## config.mk

```make
export PLATFORM = sky130hd
export DESIGN_NAME = input_frontend_flat
export DESIGN_NICKNAME = d
export VERILOG_FILES = /design/src/rtl/picomips_pkg.sv /design/src/rtl/input_frontend_if.sv /design/src/rtl/input_frontend_sync2.sv /design/src/rtl/input_frontend.sv /design/src/flat_wrapper.sv
export SDC_FILE = /design/constraint.sdc
export NUM_CORES = 1
export LEC_CHECK = 0
export ABC_CLOCK_PERIOD_IN_PS = 5000
export BUFFER_PORTS_ARGS = -buffer_cell sky130_fd_sc_hd__buf_2
export CORE_AREA = 2 2 58 60
export CTS_BUF_LIST = sky130_fd_sc_hd__clkbuf_2
export DETAILED_ROUTE_END_ITERATION = 10
export DIE_AREA = 0 0 60 62
export PLACE_DENSITY_LB_ADDON = 0.1
export SLEW_MARGIN = 20
export SYNTH_ARGS = -nofsm -noshare
export SYNTH_HDL_FRONTEND = slang
export SYNTH_HIERARCHICAL = 1
export SYNTH_SLANG_ARGS = --single-unit
```

## constraint.sdc

```tcl
create_clock -name clk -period 5 [get_ports clk]
set_input_delay 0.25 -clock clk [delete_from_list [all_inputs] [get_ports clk]]
set_output_delay 0.25 -clock clk [all_outputs]
set_load 0.01 [all_outputs]
```

## src/rtl/picomips_pkg.sv

```systemverilog
// Shared definitions for the input front end.
// Holds the debounce FSM state type and the default debounce length.
package picomips_pkg;

  localparam int unsigned DEBOUNCE_DEFAULT = 4;

  typedef enum logic [1:0] {
    IDLE     = 2'd0,
    PRESS_DB = 2'd1,
    ACTIVE   = 2'd2,
    REL_DB   = 2'd3
  } fe_state_t;

endpackage

```

## src/rtl/input_frontend_if.sv

```systemverilog
// Pushbutton/switch inputs and cpu-facing outputs of the input front end.
// The master side drives the raw inputs; the slave side (the front end)
// drives handshake, index and press_cnt.
interface input_frontend_if #(
  parameter int unsigned IDX_W = 8
);

  logic             btn_raw;
  logic [IDX_W-1:0] sw_raw;
  logic             handshake;
  logic [IDX_W-1:0] index;
  logic [7:0]       press_cnt;

  modport master (
    output btn_raw, sw_raw,
    input  handshake, index, press_cnt
  );

  modport slave (
    input  btn_raw, sw_raw,
    output handshake, index, press_cnt
  );

endinterface

```

## src/rtl/input_frontend_sync2.sv

```systemverilog
// Two-flop synchronizer, parameterised width, async active-low reset.
module sync2 #(
  parameter int unsigned WIDTH = 1
) (
  input  logic             clk,
  input  logic             rst_n,
  input  logic [WIDTH-1:0] d_i,
  output logic [WIDTH-1:0] q_o
);

  logic [WIDTH-1:0] meta_q;
  logic [WIDTH-1:0] sync_q;

  // Two back-to-back flops to resolve metastability on asynchronous inputs.
  always_ff @(posedge clk or negedge rst_n) begin
    if (!rst_n) begin
      meta_q <= '0;
      sync_q <= '0;
    end else begin
      meta_q <= d_i;
      sync_q <= meta_q;
    end
  end

  assign q_o = sync_q;

endmodule

```

## src/rtl/input_frontend.sv

```systemverilog
// Pushbutton debouncer and switch-index capture feeding the cpu handshake.
// Optional macro HS_PULSE_EN: handshake becomes a single-cycle pulse on each
// confirmed press instead of a level held until the confirmed release.
module input_frontend
  import picomips_pkg::*;
#(
  parameter int unsigned DEBOUNCE_CYCLES = DEBOUNCE_DEFAULT,
  parameter int unsigned IDX_W           = 8
) (
  input logic             clk,
  input logic             reset,
  input_frontend_if.slave fe
);

  localparam int unsigned CNT_W = $clog2(DEBOUNCE_CYCLES + 1);

  logic             btn_s;
  logic [IDX_W-1:0] sw_s;

  fe_state_t        state_q;
  logic [CNT_W-1:0] cnt_q;
  logic             hs_q;
  logic [IDX_W-1:0] idx_q;
  logic [7:0]       pcnt_q;
  logic             cnt_last;

  sync2 #(.WIDTH(1)) u_sync_btn (
    .clk   (clk),
    .rst_n (reset),
    .d_i   (fe.btn_raw),
    .q_o   (btn_s)
  );

  sync2 #(.WIDTH(IDX_W)) u_sync_sw (
    .clk   (clk),
    .rst_n (reset),
    .d_i   (fe.sw_raw),
    .q_o   (sw_s)
  );

  // Debounce period is complete once cnt has seen DEBOUNCE_CYCLES samples.
  always_comb begin
    cnt_last = (cnt_q == CNT_W'(DEBOUNCE_CYCLES - 1));
  end

  // Debounce FSM with registered handshake, index and press counter.
  always_ff @(posedge clk or negedge reset) begin
    if (!reset) begin
      state_q <= IDLE;
      cnt_q   <= '0;
      hs_q    <= 1'b0;
      idx_q   <= '0;
      pcnt_q  <= '0;
    end else begin
`ifdef HS_PULSE_EN
      // Pulse build: handshake defaults low and is raised for the single
      // cycle following the PRESS_DB -> ACTIVE transition below.
      hs_q <= 1'b0;
`endif
      case (state_q)
        IDLE: begin
          if (btn_s) begin
            state_q <= PRESS_DB;
            cnt_q   <= '0;
          end
        end
        PRESS_DB: begin
          if (!btn_s) begin
            state_q <= IDLE;
            cnt_q   <= '0;
          end else if (cnt_last) begin
            state_q <= ACTIVE;
            idx_q   <= sw_s;
            pcnt_q  <= pcnt_q + 8'd1;
            hs_q    <= 1'b1;
          end else begin
            cnt_q <= cnt_q + 1'b1;
          end
        end
        ACTIVE: begin
          if (!btn_s) begin
            state_q <= REL_DB;
            cnt_q   <= '0;
          end
        end
        REL_DB: begin
          if (btn_s) begin
            state_q <= ACTIVE;
          end else if (cnt_last) begin
            state_q <= IDLE;
            hs_q    <= 1'b0;
          end else begin
            cnt_q <= cnt_q + 1'b1;
          end
        end
        default: begin
          state_q <= IDLE;
          cnt_q   <= '0;
        end
      endcase
    end
  end

  assign fe.handshake = hs_q;
  assign fe.index     = idx_q;
  assign fe.press_cnt = pcnt_q;

endmodule

```

## src/flat_wrapper.sv

```systemverilog
// flat-port wrapper written by rule: the top's interface ports become plain ports
module input_frontend_flat import picomips_pkg::*;
#(
  parameter int unsigned DEBOUNCE_CYCLES = DEBOUNCE_DEFAULT,
  parameter int unsigned IDX_W           = 8
)
  (clk, reset, fe_btn_raw, fe_sw_raw, fe_handshake, fe_index, fe_press_cnt);
  input_frontend_if #(.IDX_W(IDX_W)) fe_i ();
  input logic clk;
  input logic reset;
  input wire logic [$bits(fe_i.btn_raw)-1:0] fe_btn_raw;
  input wire logic [$bits(fe_i.sw_raw)-1:0] fe_sw_raw;
  output wire logic [$bits(fe_i.handshake)-1:0] fe_handshake;
  output wire logic [$bits(fe_i.index)-1:0] fe_index;
  output wire logic [$bits(fe_i.press_cnt)-1:0] fe_press_cnt;
  assign fe_i.btn_raw = fe_btn_raw;
  assign fe_i.sw_raw = fe_sw_raw;
  assign fe_handshake = fe_i.handshake;
  assign fe_index = fe_i.index;
  assign fe_press_cnt = fe_i.press_cnt;
  input_frontend #(.DEBOUNCE_CYCLES(DEBOUNCE_CYCLES), .IDX_W(IDX_W)) u_core (.clk(clk), .reset(reset), .fe(fe_i));
endmodule
```

[Word-level counts from Yosys, hierarchy flattened]
Cells that the tools add are included.
Storage, ports and cells
  bits in registers: 40
  latch bits: 0
  memory bits (writable): 0
  bits in read-only memories: 0
  word-level logic and storage cells: 47
  memories kept: 0
Cells by class
  add/subtract/negate cells: 2
  multipliers: 0
  divide/modulo/power cells: 0
  order comparisons: 0
  equality and inequality tests: 12
  shift operators: 0
  mux-type cells: 18
  bitwise logic cells: 0
  reductions and logical operators: 6
Operators with widths (count)
  3-bit 2-to-1 mux: 5
  2-bit 2-to-1 mux: 6
  3-bit one-hot mux with 4 select lines: 1
  8-bit by 1-bit adder with 8-bit output, second input constant: 1
  2-bit != test, second input constant: 4
  2-bit one-hot mux with 4 select lines: 1
  3-bit by 2-bit != test with 1-bit output, second input constant: 2
  3-bit AND reduction: 2
  5-bit AND reduction: 1
  2-bit equality test, second input constant: 2
  1-bit 2-to-1 mux: 4
  2-bit by 1-bit != test with 1-bit output, second input constant: 2
  4-bit AND reduction: 1
  3-bit by 1-bit adder with 3-bit output, second input constant: 1
  3-bit by 2-bit equality test with 1-bit output, second input constant: 1
  2-bit by 1-bit equality test with 1-bit output, second input constant: 1
  2-bit logical NOT: 1
  1-bit one-hot mux with 2 select lines: 1
  2-bit nonzero test: 1

[Depth between registers and ports, before layout]
  depth in word-level cells: 4
  depth in mapped cells: 6

[Modules after synthesis]
The synthesis kept the hierarchy.
By module, submodules not included
  input_frontend: times used 1, cells each 82, area an instance 1041.0 µm², sequential area each 550.5 µm²
  sync2 at u_core.u_sync_sw: times used 1, cells each 16, area an instance 400.4 µm², sequential area each 400.4 µm²
  sync2 at u_core.u_sync_btn: times used 1, cells each 2, area an instance 50.0 µm², sequential area each 50.0 µm²

[Least setup slack after synthesis]
Ideal clock, no wire load.
  path type: register to register
  start: register u_core.cnt_q[0]
  end: register u_core.cnt_q[1]
  arrival time: 1503 ps
  data required time: 4876 ps
  slack: 3373 ps
  cell stages (with the launch flop): 6
  period minus slack after synthesis: 1627 ps
  path through: dfrtp_1 ha_1 nor2b_4 and2_4 maj3_2 a211o_1
On the way
  word-level cells in the longest chain between the ends: 4
Ends and longest elaborated chain
  start, declared: RTL line input_frontend.sv:21  | logic [CNT_W-1:0] cnt_q;
  start signal, assigned: RTL line input_frontend.sv:77  | cnt_q <= cnt_q + 1'b1;
  start signal, assigned: RTL line input_frontend.sv:93  | cnt_q <= cnt_q + 1'b1;
  3-bit by 1-bit adder with 3-bit output / 3-bit by 2-bit equality test with 1-bit output (equally long branches): RTL line input_frontend.sv:77, input_frontend.sv:93, input_frontend.sv:43
  3-bit 2-to-1 mux *: RTL line input_frontend.sv:71, input_frontend.sv:89
  3-bit 2-to-1 mux (on tied branches): RTL line input_frontend.sv:87, input_frontend.sv:68
  3-bit one-hot mux with 4 select lines *: RTL line input_frontend.sv:60  | case (state_q)
Every way passes the cells marked *; elsewhere a longest branch is shown, timed or not. The select of a mux whose other input is x is not followed.
A chain may end at the register's enable or synchronous reset.

[Worst setup path after layout]
Same ends and word-level chain as after synthesis.

==> flow_summary.ini <==
[detailed_routing]
dr.pass1.iters = 4
drc = 0
drt-initial-drc-count = 38
antenna_left = 0
routed_wl_mm = 2.23
vias = 908
vias_per_cell = 4.86
avgRoutedWirePerCell_um = 11.9

[synth]
synth.net_count = 113
yosysSeqAreaShare_pct = 67.1
synthTopCellsByCount = 40 x dfrtp_1, 9 x mux2_2, 5 x nand2_1
synth_top_cell_by_area = dfrtp_1
synth_warnings = 6
synth_area_um2 = 1490
ys.flop_type = dfrtp_1
synth_area_per_cell_um2 = 14.9
ys_ff_latch = 40
syn-instance-count = 100
netlist_top_cells_area = dfrtp_1 67%, mux2_2 6.8%, xnor2_1 2.3%
yosysMostFrequentCell = dfrtp_1
async_flop_share_pct = 100
synth_edf_count = 0
netlist.area_leader.share_pct = 67.1
ys_types = 31

[floorplan]
pin_count = 28
rows = 21
die_h_um = 62
initial_core_util_pct = 46.9
coreArea_um2 = 3180
dieArea_um2 = 3720
dieWidth_um = 60

[setup_path]
endpoint = u_core/cnt_q[1]
worstRegToRegCells = 5
critical_path_required_ns = 5.30
startpoint_type = register
crit_start = u_core/cnt_q[0]
path_class = register to register
cp_max_fo = 5
arrival_ns = 2.00
regToRegStartpoint = u_core/cnt_q[0]
r2r_slack_ns = 3.30
r2r-end = u_core/cnt_q[1]
cp-end-kind = register

[power]
pwr-share-seq_pct = 61.7
comb_power_share_pct = 18.1
sw_frac_of_total_pct = 30.3
clock_power_share_pct = 20.3
pwr_density_cell_nw_per_um2 = 372
power.internal_mw = 0.463
p_sw_mw = 0.201
ir_worst_vdd_v = 0.000194
p_leak_nw = 0.905

[global_routing]
grt_pass1_wl_mm = 3.71
grt_max_degree = 41
grt_antenna_before_repair = 0
grtUsageTotal_pct = 14.3
grt_overflow_total = 0
grt_pass1_vias = 861

[final_layout]
fin_area_um2 = 1790
final_util_pct = 56.2
diodes = 0
post_route_cells_drive_above_1_share_pct = 34.0
fin_nets = 153
syn2layout_area_growth_pct = 19.7

[timing]
timing.final.crit_share_pct = 34.0
rsz0062_at_grt = no
worst_pin_slew_ns = 0.845
slew_headroom_pct = 43.7
finalHoldViolations = 0
slew_viol_final = 0
setup-violations-final = 0
fin_setup_tns_ns = 0
fin_skew_ns = 0.00778
layout_min_cycle_time_ns = 1.70
fmax_mhz = 589

[clock_network]
cts_buffers = 5
clkSinkCount = 40
clk_pin_slew_worst_paths_ns = 0.18
clockRootBuffer = clkbuf_2
tritoncts = built
htreeDepth = 2
insertion_delay_ns = 0.39
post_cts_resized = 0
cts_buffer_depth = 2

[place]
hpwl_mm = 1.45
gp_congestion = 0.731
port_buffers = 27
placed_cell_area_um2 = 1640

[flow_run]
maxCapViolations = 0

[outcome]
outcome = complete, no violations

[worst_hold_path]
hold_path_class = register to register
## power by group through the flow
stage	sequential [mW]	combinational (mW)	clock (mW)
floorplan	0.405	0.0963	0
global placement	0.416	0.113	0
detailed placement	0.416	0.117	0
CTS	0.411	0.123	0.145
global route	0.419	0.136	0.159
finish	0.410	0.120	0.135
## routing by layer
metal / GRT usage [%] / part of all wire [%] / vias up
met3: 4.76 / 5.5 / 10
met2: 21.7 / 47 / 27
li1: - / - / 432
met4: 11.4 / 3.9 / 0
met5: 0 / 0 / -
met1: 16.8 / 44 / 439
## how the worst min path moves through the flow
stage | start | end | slack (ns) | cells after the start
after floorplan | reset | async pin | -0.05 | 0
after global placement | u_core/u_sync_sw/meta_q[2] | u_core/u_sync_sw/q_o[2] | 0.33 | 0
after detailed placement | u_core/u_sync_btn/meta_q | u_core/u_sync_btn/q_o | 0.34 | 0
after CTS | u_core/u_sync_sw/meta_q[1] | u_core/u_sync_sw/q_o[1] | 0.38 | 0
after global routing | u_core/u_sync_btn/meta_q | u_core/u_sync_btn/q_o | 0.38 | 0
final | u_core/u_sync_btn/meta_q | u_core/u_sync_btn/q_o | 0.37 | 0
## sequential cells by signal, summed over array words and instances, names as in the netlist, named ones only
signal                    cells
u_core/cnt_q                  3
u_core/u_sync_sw/q_o          8
u_core/fe.press_cnt           8
u_core/state_q                1
u_core/u_sync_btn/meta_q      1
u_core/fe.handshake           1
u_core/u_sync_sw/meta_q       8
u_core/u_sync_btn/q_o         1
u_core/fe.index               8
## cells in the final DEF (no fill, tap or decap), types with 3 or more instances in the layout
| cell | count |
|---|---|
| dlygate4sd3_1 | 10 |
| clkbuf_2 | 6 |
| buf_2 | 27 |
| inv_1 | 3 |
| mux2_2 | 9 |
| dfrtp_1 | 40 |
| xnor2_1 | 4 |
| xor2_1 | 4 |
| nand4_1 | 3 |
| nand2_1 | 5 |
## worst max-delay path: stages, from the launching register on
cell and delay (ns):
dfrtp_1 0.45, ha_1 0.26, nor2b_4 0.16, and2_4 0.16, maj3_2 0.30, a211o_1 0.28
## cells by family (layout without fill, tap and decap cells)
group	after synthesis	in the layout	synth area share (%)
compound gates	11	11	5.03
xor+xnor	8	8	4.70
fa+ha+maj	3	3	2.43
buf+inv	7	48	3.44
flops	40	40	67.1
mux	9	9	6.80
simple gates	22	22	10.5
## layout make-up
cell class	instances	area, µm²
clock buffers	6	30.0
repair buffers	37	235
well taps	46	57.6
inverters	3	11.3
fillers	246	1390
multi-input cells	53	439
flip-flops and latches	40	1000
clock inverters	2	11.3
## per-stage QoR
step,power (mW),cells,setup WS [ns],hold slack [ns]
after floorplan,0.502,100,3.37,-0.0456
after global placement,0.529,169,3.36,0.332
after detailed placement,0.534,169,3.30,0.336
after CTS,0.679,187,3.28,0.376
after global routing,0.714,187,3.19,0.382
final,0.665,187,3.30,0.372
## timing repair
| item | in CTS | in global routing |
|---|---|---|
| hold endpoints to repair | 49 | 0 |
| buffers inserted | 0 | 0 |
| hold buffers | 10 | 0 |
Power figures use the tool's default switching activity.
